## src/rtl/decode_stage.sv

```systemverilog
// decode_stage: second pipeline stage. Holds the fetched instruction in D,
// resolves JMP/JZ, detects load-use hazards and HLT, and presents a
// registered decoded instruction to execute through the E register.
module decode_stage (
    input  logic        clk,
    input  logic        reset,
    input  logic [31:0] ins,
    input  logic [15:0] current_address,
    input  logic [15:0] pc_in,
    input  logic        zero_flag,
    input  logic        ex_stall,
    output logic        stall,
    output logic        stall_pm,
    output logic        pc_mux_sel,
    output logic [15:0] jmp_loc,
    output logic        ex_valid,
    output logic [4:0]  ex_opcode,
    output logic [2:0]  ex_rd,
    output logic [2:0]  ex_rs1,
    output logic [2:0]  ex_rs2,
    output logic [15:0] ex_imm,
    output logic [15:0] ex_pc,
    output logic        halted
);

    localparam logic [4:0] OP_LOAD  = 5'd8;
    localparam logic [4:0] OP_STORE = 5'd9;
    localparam logic [4:0] OP_JMP   = 5'd10;
    localparam logic [4:0] OP_JZ    = 5'd11;
    localparam logic [4:0] OP_HLT   = 5'd31;

    typedef enum logic {ST_RUN, ST_HALT} state_t;

    // Decoded instruction as seen by execute; all-zero is a bubble.
    typedef struct packed {
        logic        valid;
        logic [4:0]  opcode;
        logic [2:0]  rd;
        logic [2:0]  rs1;
        logic [2:0]  rs2;
        logic [15:0] imm;
        logic [15:0] pc;
    } ex_t;

    // ALU ops and LOAD/STORE read rs1.
    function automatic logic reads_rs1(input logic [4:0] op);
        return (op >= 5'd1) && (op <= OP_STORE);
    endfunction

    // ALU ops and STORE read rs2.
    function automatic logic reads_rs2(input logic [4:0] op);
        return ((op >= 5'd1) && (op <= 5'd7)) || (op == OP_STORE);
    endfunction

    state_t      state_q, state_d;
    logic        d_valid_q, d_valid_d;
    logic [31:0] d_ins_q, d_ins_d;
    logic [15:0] d_pc_q, d_pc_d;
    ex_t         e_q, e_d;
    ex_t         d_as_ex;

    logic [4:0]  d_op;
    logic [2:0]  d_rd;
    logic [4:0]  in_op;
    logic        d_is_hlt;
    logic        jump_taken;
    logic        load_use;
    logic        unused_inputs;

    // The fetch address only matters to fetch; the two pad bits of D are never decoded.
    assign unused_inputs = ^{current_address, d_ins_q[17:16]};

    assign d_op  = d_ins_q[31:27];
    assign d_rd  = d_ins_q[26:24];
    assign in_op = ins[31:27];

    assign d_is_hlt   = d_valid_q && (d_op == OP_HLT);
    assign jump_taken = d_valid_q && ((d_op == OP_JMP) || ((d_op == OP_JZ) && zero_flag));
    assign load_use   = d_valid_q && (d_op == OP_LOAD) &&
                        ((reads_rs1(in_op) && (ins[23:21] == d_rd)) ||
                         (reads_rs2(in_op) && (ins[20:18] == d_rd)));

    assign d_as_ex = '{valid:  d_valid_q,
                       opcode: d_op,
                       rd:     d_rd,
                       rs1:    d_ins_q[23:21],
                       rs2:    d_ins_q[20:18],
                       imm:    d_ins_q[15:0],
                       pc:     d_pc_q};

    // Per-cycle priority: HALT, execute freeze, HLT entry, taken jump, load-use, advance.
    always_comb begin
        // NOTE: every output of this block gets a default first, so no path can infer a latch.
        stall      = 1'b0;
        stall_pm   = 1'b0;
        pc_mux_sel = 1'b0;
        state_d    = state_q;
        d_valid_d  = d_valid_q;
        d_ins_d    = d_ins_q;
        d_pc_d     = d_pc_q;
        e_d        = e_q;

        if (state_q == ST_HALT) begin
            stall    = 1'b1;
            stall_pm = 1'b1;
        end else if (ex_stall) begin
            stall    = 1'b1;
            stall_pm = 1'b1;
        end else if (d_is_hlt) begin
            stall     = 1'b1;
            stall_pm  = 1'b1;
            state_d   = ST_HALT;
            d_valid_d = 1'b0;
            d_ins_d   = '0;
            d_pc_d    = '0;
            e_d       = '0;
        end else begin
            e_d = d_as_ex;
            if (jump_taken || load_use) begin
                // Squash the wrong-path ins, or leave it for fetch to re-present.
                pc_mux_sel = jump_taken;
                stall      = !jump_taken;
                stall_pm   = !jump_taken;
                d_valid_d  = 1'b0;
                d_ins_d    = '0;
                d_pc_d     = '0;
            end else begin
                d_valid_d = 1'b1;
                d_ins_d   = ins;
                d_pc_d    = pc_in;
            end
        end
    end

    // State, D and E registers; reset clears everything to a bubble in RUN.
    always_ff @(posedge clk or negedge reset) begin
        if (!reset) begin
            state_q   <= ST_RUN;
            d_valid_q <= 1'b0;
            d_ins_q   <= '0;
            d_pc_q    <= '0;
            e_q       <= '0;
        end else begin
            // NOTE: non-blocking so every register samples the values from before this edge.
            state_q   <= state_d;
            d_valid_q <= d_valid_d;
            d_ins_q   <= d_ins_d;
            d_pc_q    <= d_pc_d;
            e_q       <= e_d;
        end
    end

    assign jmp_loc   = d_ins_q[15:0];
    assign halted    = (state_q == ST_HALT);
    assign ex_valid  = e_q.valid;
    assign ex_opcode = e_q.opcode;
    assign ex_rd     = e_q.rd;
    assign ex_rs1    = e_q.rs1;
    assign ex_rs2    = e_q.rs2;
    assign ex_imm    = e_q.imm;
    assign ex_pc     = e_q.pc;

endmodule

```

## config.mk

```make
export PLATFORM = sky130hd
export DESIGN_NAME = decode_stage
export DESIGN_NICKNAME = d
export VERILOG_FILES = /design/src/rtl/decode_stage.sv
export SDC_FILE = /design/constraint.sdc
export NUM_CORES = 1
export LEC_CHECK = 0
export CAP_MARGIN = 20
export CORE_MARGIN = 5
export CORE_UTILIZATION = 35
export DETAILED_ROUTE_END_ITERATION = 10
export MAX_ROUTING_LAYER = met4
export SYNTH_ARGS = -nofsm -noshare
export SYNTH_HDL_FRONTEND = slang
export SYNTH_SLANG_ARGS = --single-unit
```

## constraint.sdc

```tcl
create_clock -name clk -period 4.8 [get_ports clk]
set_clock_uncertainty 0.1 [all_clocks]
set_input_delay 0.72 -clock clk [delete_from_list [all_inputs] [get_ports clk]]
set_output_delay 0.72 -clock clk [all_outputs]
set_load 0.01 [all_outputs]
```

==> results of run 1 <==
==> cell type report <==
type | count | share of cell area (%)
clock buffers | 10 | 2.60
clock inverters | 6 | 1.72
inverters | 3 | 0.213
multi-input cells | 212 | 24.2
flip-flops and latches | 95 | 44.9
well taps | 140 | 3.31
repair buffers | 123 | 23.1
==> path summary, 6_finish.rpt <==
path / start / end / slack [ps] / cells after the start
max: ins[20] / stall_pm / 1370 / 6
min: reset / ex_pc[2] / 220 / 1
max reg2reg: halted / d_ins_q[3] / 2400 / 5
min reg2reg: ex_imm[15] / ex_imm[15] / 390 / 2
max in group asynchronous: reset / ex_pc[15] / 3250 / 2
min in group clk: ex_imm[15] / ex_imm[15] / 390 / 2
==> report_power, final <==
| group | total [uW] | internal, uW | switching, uW | leakage, uW |
|---|---|---|---|---|
| registers | 837 | 821 | 16.0 | 0.00127 |
| logic | 109 | 67.2 | 42.0 | 0.000801 |
| clock network | 597 | 312 | 285 | 0.000117 |
==> per-stage QoR <==
| step | hold WS [ps] | instance area (um2) | total power, uW | worst slack (ps) |
|---|---|---|---|---|
| after global placement | 361 | 5050 | 962 | 1330 |
| after CTS | 237 | 5300 | 1570 | 1330 |
| after global routing | 244 | 5300 | 1610 | 1270 |
| after floorplan | 324 | 3900 | 888 | 2050 |
| final | 218 | 5300 | 1540 | 1370 |
| after detailed placement | 370 | 5070 | 965 | 1330 |
==> state kept, by name, summed over array words and instances, names as in the netlist <==
name	flops
ex_opcode	5
d_ins_q	30
ex_valid	1
d_pc_q	16
ex_rd	3
d_valid_q	1
ex_imm	16
halted	1
ex_pc	16
ex_rs1	3
ex_rs2	3
==> cells by family after synthesis <==
group                  after synthesis  share of synthesized area [%]
buffers and inverters               50                           7.25
AND/OR/NAND/NOR                    106                           11.1
AO/OA/AOI/OAI                      100                           19.3
flip-flops                          95                           61.0
XOR/XNOR                             6                           1.35
==> layer usage <==
| metal | vias to the layer above | share of wire, % | track usage (%) |
|---|---|---|---|
| li1 | 1424 | - | - |
| met1 | 1521 | 44 | 21.8 |
| met2 | 101 | 48 | 23.8 |
| met3 | 5 | 6.6 | 3.03 |
| met4 | 0 | 0.91 | 4.93 |
| met5 | - | 0 | - |
==> cell usage in the layout, fill, tap and decap left out, drive strengths merged <==
cell	Yosys	routed
a2111oi	1	1
a22o	2	2
a32o	45	45
and4bb	1	1
buf	27	8
bufinv	0	2
clkbuf	20	10
clkdlybuf4s50	0	115
clkinv	0	2
dfrtp	95	95
inv	3	5
nand2	94	94
nand4	2	2
nor2	4	4
nor3	1	1
nor3b	1	1
nor4b	1	1
o2111ai	1	1
o211ai	1	1
o21ai	48	48
o31ai	2	2
or2	1	1
or4	1	1
xor2	6	6
==> results.py, run 1 <==
metrics = {
    "die": {
        "rows": 38,
        "die_h_um": 116,
        "core_area_um2": 10900,
        "ios": 135,
        "die_area_um2": 13400,
        "initial_utilization_pct": 35.8,
        "die_w_um": 116,
    },
    "drt": {
        "first_pass_iters": 5,
        "drcViolationCount": 0,
        "drtAntennaViolNets": 0,
        "drt_iter0_markers": 199,
        "wl_per_cell_um": 16.8,
        "vias": 3051,
        "drt_wl_total_um": 9910,
        "avgViaCountPerCell": 5.18,
    },
    "critical_path": {
        "cp-end-kind": "primary output",
        "path_cells": "clkdlybuf4s50_1 -> xor2_1 -> a2111oi_2 -> o2111ai_4 -> nand2_1 -> clkdlybuf4s50_1",
        "path_max_fanout": 2,
        "cpMostUsedCell": "clkdlybuf4s50_1",
        "slowest_stage": "clkdlybuf4s50_1",
        "slowest_delay_ps": 540,
        "cp-start-kind": "primary input",
        "path_class": "in -> out",
        "worst_ep_required_time_ps": 3980,
        "arrival_ps": 2610,
        "cp_top_family": "buffers and inverters",
        "crit_buf_inv": 2,
    },
    "grt": {
        "grt_start_max_net_pins": 60,
        "grt_pass1_wl_um": 16200,
        "grt_pass1_vias": 3059,
        "antenna_found_initial": 0,
        "grt_overflow": 0,
        "grt_use_total_pct": 15.8,
    },
    "synthesis": {
        "synth_area_leaders": "dfrtp_1 61%, a32o_1 12%, nand2_1 9.0%",
        "synth_largest_area_cell": "dfrtp_1",
        "syn-num-nets": 425,
        "synth_top_cells_by_count": "95 x dfrtp_1, 94 x nand2_1, 45 x a32o_1, 29 x o21ai_0, 20 x clkbuf_1",
        "yosysTopAreaCellShare_pct": 61.0,
        "synth_warnings": 0,
        "avgSynthCellArea_um2": 10.9,
        "synth_ff_type": "dfrtp_1",
        "postSynthCellCount": 357,
        "async_reset_ff_share_pct": 100,
        "synth-edff-count": 0,
        "ys_seq_area_share_pct": 61.0,
        "ys_ff_latch": 95,
        "synthMostInstantiatedCell": "dfrtp_1",
        "synth_cell_types": 25,
        "syn-cell-area_um2": 3900,
    },
    "placed_design": {
        "dp_cells": 573,
        "dp_hpwl_um": 6460,
        "routabilityCongestion": 0.745,
        "io_buffers": 116,
    },
    "final_layout": {
        "area_growth_pct": 35.8,
        "instances_no_fill": 589,
        "drive_above_1_share_pct": 6.68,
        "antenna_cells": 0,
        "multi_input_area_um2": 1280,
        "finish.utilization_pct": 48.7,
        "seq_area_um2": 2380,
        "n_fill_cell": 1054,
        "nNetsFinal": 512,
    },
    "timing": {
        "period_needed_ps": 3430,
        "tightest_slew_ps": 704,
        "drv_slew": 0,
        "fin_crit_sh_pct": 71.5,
        "rsz0062_at_grt": "no",
        "max_clock_freq_mhz": 292,
        "max_slew_margin_pct": 53.1,
        "tns_ps": 0,
        "setup_viol": 0,
        "finalHoldViolations": 0,
    },
    "clocking": {
        "htree_levels": 3,
        "cts_tree": "done",
        "cts_buffer_depth": 2,
        "post_cts_buffers": 0,
        "post_cts_resized": 0,
        "postCtsHoldBufs": 0,
        "insertion_delay_ps": 350,
        "cts-root-buf": "clkbuf_8",
        "clock-sinks": 95,
        "path_clk_slew_ps": 100,
        "cts_buffers": 9,
    },
    "pwr": {
        "leakagePower_uw": 0.00218,
        "power_density_nw_per_um2": 291,
        "max-vdd-ir-drop_mv": 0.162,
    },
    "worst_hold_path": {
        "hp-class": "in -> async",
    },
    "status": {
        "status": "finished, final reports clean",
    },
    "run": {
        "cap_violations": 0,
    },
}
Note: power is estimated with default switching activity, not from simulation.
==> run 2, diff against run 1 <==
- clock period: 4.8 -> 3.3 ns (I/O delays scaled with it)
==> results.py, run 2 (same netlist as run 1, synthesis figures left out) <==
metrics = {
    "grt": {
        "met3_usage_pct": 2.51,
        "grt_use_total_pct": 15.7,
        "antenna_found_initial": 0,
        "grt_pass1_wl_um": 15900,
        "grt_start_max_net_pins": 49,
        "grt_use_met2_pct": 23.7,
        "grt_pass1_vias": 3033,
        "use_met1_pct": 21.9,
        "grt_overflow": 0,
        "busiest_layer": "met2",
    },
    "final_layout": {
        "multi_input_area_um2": 1280,
        "nNetsFinal": 514,
        "n_fill_cell": 1028,
        "drive_above_1_share_pct": 7.10,
        "regMostFlops": "d_ins_q",
        "seq_area_um2": 2380,
        "layout_commonest_cell": "clkdlybuf4s50_1",
        "area_growth_pct": 35.4,
        "final_cell_mix": "115 x clkdlybuf4s50_1, 95 x dfrtp_1, 94 x nand2_1, 45 x a32o_1, 29 x o21ai_0",
        "largest_reg_flops": 30,
        "antenna_cells": 0,
    },
    "critical_path": {
        "arrival_ps": 2460,
        "cp-end-kind": "primary output",
        "worstReg2RegStart": "d_ins_q[29]",
        "path_cells": "and4bb_1 -> nor4b_1 -> o2111ai_4 -> nand2_1 -> clkdlybuf4s50_1",
        "path_max_fanout": 5,
        "worst_ep_required_time_ps": 2700,
        "slowest_stage": "clkdlybuf4s50_1",
        "startpoint": "d_ins_q[29]",
        "cp-start-kind": "flop",
        "slowest_delay_ps": 540,
        "path_class": "reg -> out",
    },
    "clocking": {
        "postCtsHoldBufs": 0,
        "clock-sinks": 95,
        "insertion_delay_ps": 350,
        "htree_levels": 3,
        "cts_buffers": 9,
        "path_clk_slew_ps": 100,
        "cts-root-buf": "clkbuf_8",
        "cts_tree": "done",
        "post_cts_buffers": 0,
        "cts_buffer_depth": 2,
        "post_cts_resized": 0,
    },
    "drt": {
        "vias": 3055,
        "drcViolationCount": 0,
        "wl_per_cell_um": 16.8,
        "drtAntennaViolNets": 0,
        "drt_wl_total_um": 9930,
        "avgViaCountPerCell": 5.17,
        "drt_iter0_markers": 205,
        "first_pass_iters": 4,
    },
    "placed_design": {
        "routabilityCongestion": 0.748,
        "dp_hpwl_um": 6650,
        "io_buffers": 116,
    },
    "die": {
        "die_w_um": 116,
        "die_area_um2": 13400,
        "rows": 38,
        "initial_utilization_pct": 35.8,
        "die_h_um": 116,
        "ios": 135,
        "core_area_um2": 10900,
    },
    "pwr": {
        "totalPowerFinal_uw": 2170,
        "power_density_nw_per_um2": 412,
        "max-vdd-ir-drop_mv": 0.187,
        "leakagePower_uw": 0.00218,
    },
    "status": {
        "status": "finished, final reports clean",
    },
    "timing": {
        "period_needed_ps": 3050,
        "hold_ws_ps": 17.6,
        "tns_ps": 0,
        "rsz0062_at_grt": "no",
        "fin_crit_sh_pct": 92.6,
        "finalHoldViolations": 0,
        "drv_slew": 0,
        "max_clock_freq_mhz": 327,
        "tightest_slew_ps": 854,
        "setup_viol": 0,
        "max_slew_margin_pct": 43.0,
    },
    "run": {
        "cap_violations": 0,
    },
    "worst_hold_path": {
        "hp-class": "in -> async",
    },
}
## run 2: cell count changes in the layout (fill, tap and decap cells not counted), sizes merged
cell and change:
clkinv -1, bufinv -1, buf +2, clkbuf -1, inv +3
## run 2: metrics by stage
| stage | setup slack [ps] | area [um2] | utilization [%] | instances |
|---|---|---|---|---|
| 3_3_place_gp | 301 | 5070 | 46.6 | 575 |
| 4_1_cts | 207 | 5280 | 48.5 | 591 |
| 6_report | 245 | 5280 | 48.5 | 591 |
| 3_5_place_dp | 292 | 5070 | 46.6 | 575 |
| 2_1_floorplan | 998 | 3900 | - | 357 |
| 5_1_grt | 110 | 5280 | 48.5 | 591 |
## run 2: layout make-up
cell class	count	share of cell area, %
tap	140	3.32
clock inverter	7	1.59
multi-input combinational	212	24.3
clock buffer	9	2.35
sequential	95	45.0
inverter	3	0.213
timing repair buffer	125	23.2
## run 2: worst max-delay path: cells and delay by family (launching register included)
kind                   cells  cell delay, ps
flip-flops                 1             440
buffers and inverters      1             540
AO/OA/AOI/OAI              1             210
AND/OR/NAND/NOR            3             920
## run 2: final timing paths
check	slack (ps)	cells past startpoint	end
max in group asynchronous	2280	2	ex_pc[4]
setup reg to reg	950	5	d_ins_q[3]
min in group clk	390	2	ex_imm[15]
hold / removal	20	1	ex_pc[0]
hold reg to reg	390	2	ex_imm[15]
setup / recovery	250	5	stall
## run 2: layer usage
| metal | vias to the layer above | share of wire (%) | routed length [um] |
|---|---|---|---|
| met2 | 102 | 48 | 4790 |
| met5 | - | 0 | 0 |
| met3 | 5 | 6.2 | 616 |
| met1 | 1523 | 45 | 4430 |
| li1 | 1425 | - | - |
| met4 | 0 | 0.91 | 90 |
## run 2: where the power goes
group	internal (uW)	switching [uW]
Clock	368	430
Combinational	98.6	61.3
Sequential	1190	23.4
Total	1660	514
==> run 3, diff against run 2 <==
- RECOVER_POWER: not set -> 50
==> results.py, run 3 (same netlist as run 1, synthesis figures left out) <==
metrics = {
    "status": {
        "status": "finished with violations",
        "violations": "max-capacitance violations, max-slew violations",
    },
    "drt": {
        "drt_wl_total_um": 9920,
        "drcViolationCount": 0,
        "vias": 3055,
        "wl_per_cell_um": 16.8,
        "avgViaCountPerCell": 5.17,
        "drtAntennaViolNets": 0,
        "first_pass_iters": 4,
        "drt_iter0_markers": 220,
    },
    "critical_path": {
        "worst_ep_required_time_ps": 2700,
        "path_class": "reg -> out",
        "worstReg2RegStart": "halted",
        "startpoint": "d_ins_q[29]",
        "cp-start-kind": "flop",
        "cp-end-kind": "primary output",
        "arrival_ps": 2420,
        "path_max_fanout": 5,
        "rr_worst_depth": 4,
    },
    "pwr": {
        "max-vdd-ir-drop_mv": 0.187,
        "totalPowerFinal_uw": 2170,
        "leakagePower_uw": 0.00224,
        "power_density_nw_per_um2": 413,
    },
    "timing": {
        "max_clock_freq_mhz": 332,
        "fin_crit_sh_pct": 91.3,
        "drv_slew": 80,
        "tns_ps": 0,
        "tightest_slew_ps": 2310,
        "finalHoldViolations": 0,
        "setup_viol": 0,
        "hold_ws_ps": 385,
        "rsz0062_at_grt": "no",
        "max_slew_margin_pct": -54.0,
        "period_needed_ps": 3010,
    },
    "grt": {
        "grt_start_max_net_pins": 49,
        "antenna_found_initial": 0,
        "grt_use_total_pct": 15.7,
        "busiest_layer": "met2",
        "grt_pass1_wl_um": 15900,
        "grt_pass1_vias": 3033,
        "grt_use_met2_pct": 23.7,
        "grt_overflow": 0,
        "met3_usage_pct": 2.51,
        "use_met1_pct": 21.9,
    },
    "worst_hold_path": {
        "whs_path_depth": 2,
        "hp-class": "reg -> reg",
        "hp-start": "ex_imm[15]",
    },
    "final_layout": {
        "nNetsFinal": 514,
        "finish.utilization_pct": 48.3,
        "final_area_um2": 5260,
        "multi_input_area_um2": 1280,
        "antenna_cells": 0,
        "seq_area_um2": 2380,
        "area_growth_pct": 34.9,
        "n_fill_cell": 1028,
        "final_cell_mix": "95 x dfrtp_1, 94 x nand2_1, 94 x clkdlybuf4s50_1, 45 x a32o_1, 34 x o21ai_0",
        "drive_above_1_share_pct": 6.65,
        "largest_reg_flops": 30,
        "layout_commonest_cell": "dfrtp_1",
        "regMostFlops": "d_ins_q",
    },
    "placed_design": {
        "dp_hpwl_um": 6650,
        "routabilityCongestion": 0.748,
        "io_buffers": 116,
        "dpl_cell_area_um2": 5070,
    },
    "clocking": {
        "post_cts_resized": 0,
        "cts_tree": "done",
        "cts_buffer_depth": 2,
        "post_cts_buffers": 0,
        "clock-sinks": 95,
        "htree_levels": 3,
        "cts_buffers": 9,
        "cts-root-buf": "clkbuf_8",
        "insertion_delay_ps": 350,
        "path_clk_slew_ps": 110,
        "postCtsHoldBufs": 0,
    },
    "die": {
        "die_h_um": 116,
        "rows": 38,
        "die_area_um2": 13400,
        "core_area_um2": 10900,
        "die_w_um": 116,
        "initial_utilization_pct": 35.8,
        "ios": 135,
    },
    "run": {
        "cap_violations": 2,
    },
}
run 3: changes by cell type in the layout (fill, tap and decap cells not counted), sizes merged:
cell / before / now
buf: 10 / 6
dlygate4sd3: 0 / 21
clkbuf: 9 / 13
clkdlybuf4s50: 115 / 94
run 3: through the flow:
stage | cells | setup WS [ps]
floorplan | 357 | 998
global placement | 575 | 301
detailed placement | 575 | 292
CTS | 591 | 207
global route | 591 | 72.4
finish | 591 | 286
run 3: worst paths after layout:
kind	to	slack, ps
min in group asynchronous	ex_pc[0]	720
worst max-delay path	stall	290
worst max register to register	ex_rd[0]	590
max in group asynchronous	ex_pc[4]	640
worst min register to register	ex_imm[15]	380
worst min-delay path	ex_imm[15]	380
run 3: power breakdown:
part           leakage [uW]  switching [uW]  internal, uW
sequential          0.00127            23.3          1190
combinational      0.000869            61.2          97.1
clock              0.000108             431           368
total               0.00224             516          1660
run 3: final cells by class:
cell class | count | area share [%]
clock buffer | 9 | 2.35
clock inverter | 7 | 1.59
inverter | 3 | 0.214
multi-input combinational | 212 | 24.3
sequential | 95 | 45.2
tap | 140 | 3.33
timing repair buffer | 125 | 23.1
run 3: worst max-delay path: stages, from the launching register on:
cell,delay (ps)
dfrtp_1,440
and4bb_1,300
nor4b_1,460
o2111ai_4,200
nand2_1,130
clkdlybuf4s50_1,540
run 3: per-layer routing:
layer  vias to the layer above  routed length [um]
met3                         5                 593
met2                        93                4790
li1                       1428                   -
met1                      1529                4450
met4                         0                  90
met5                         -                   0
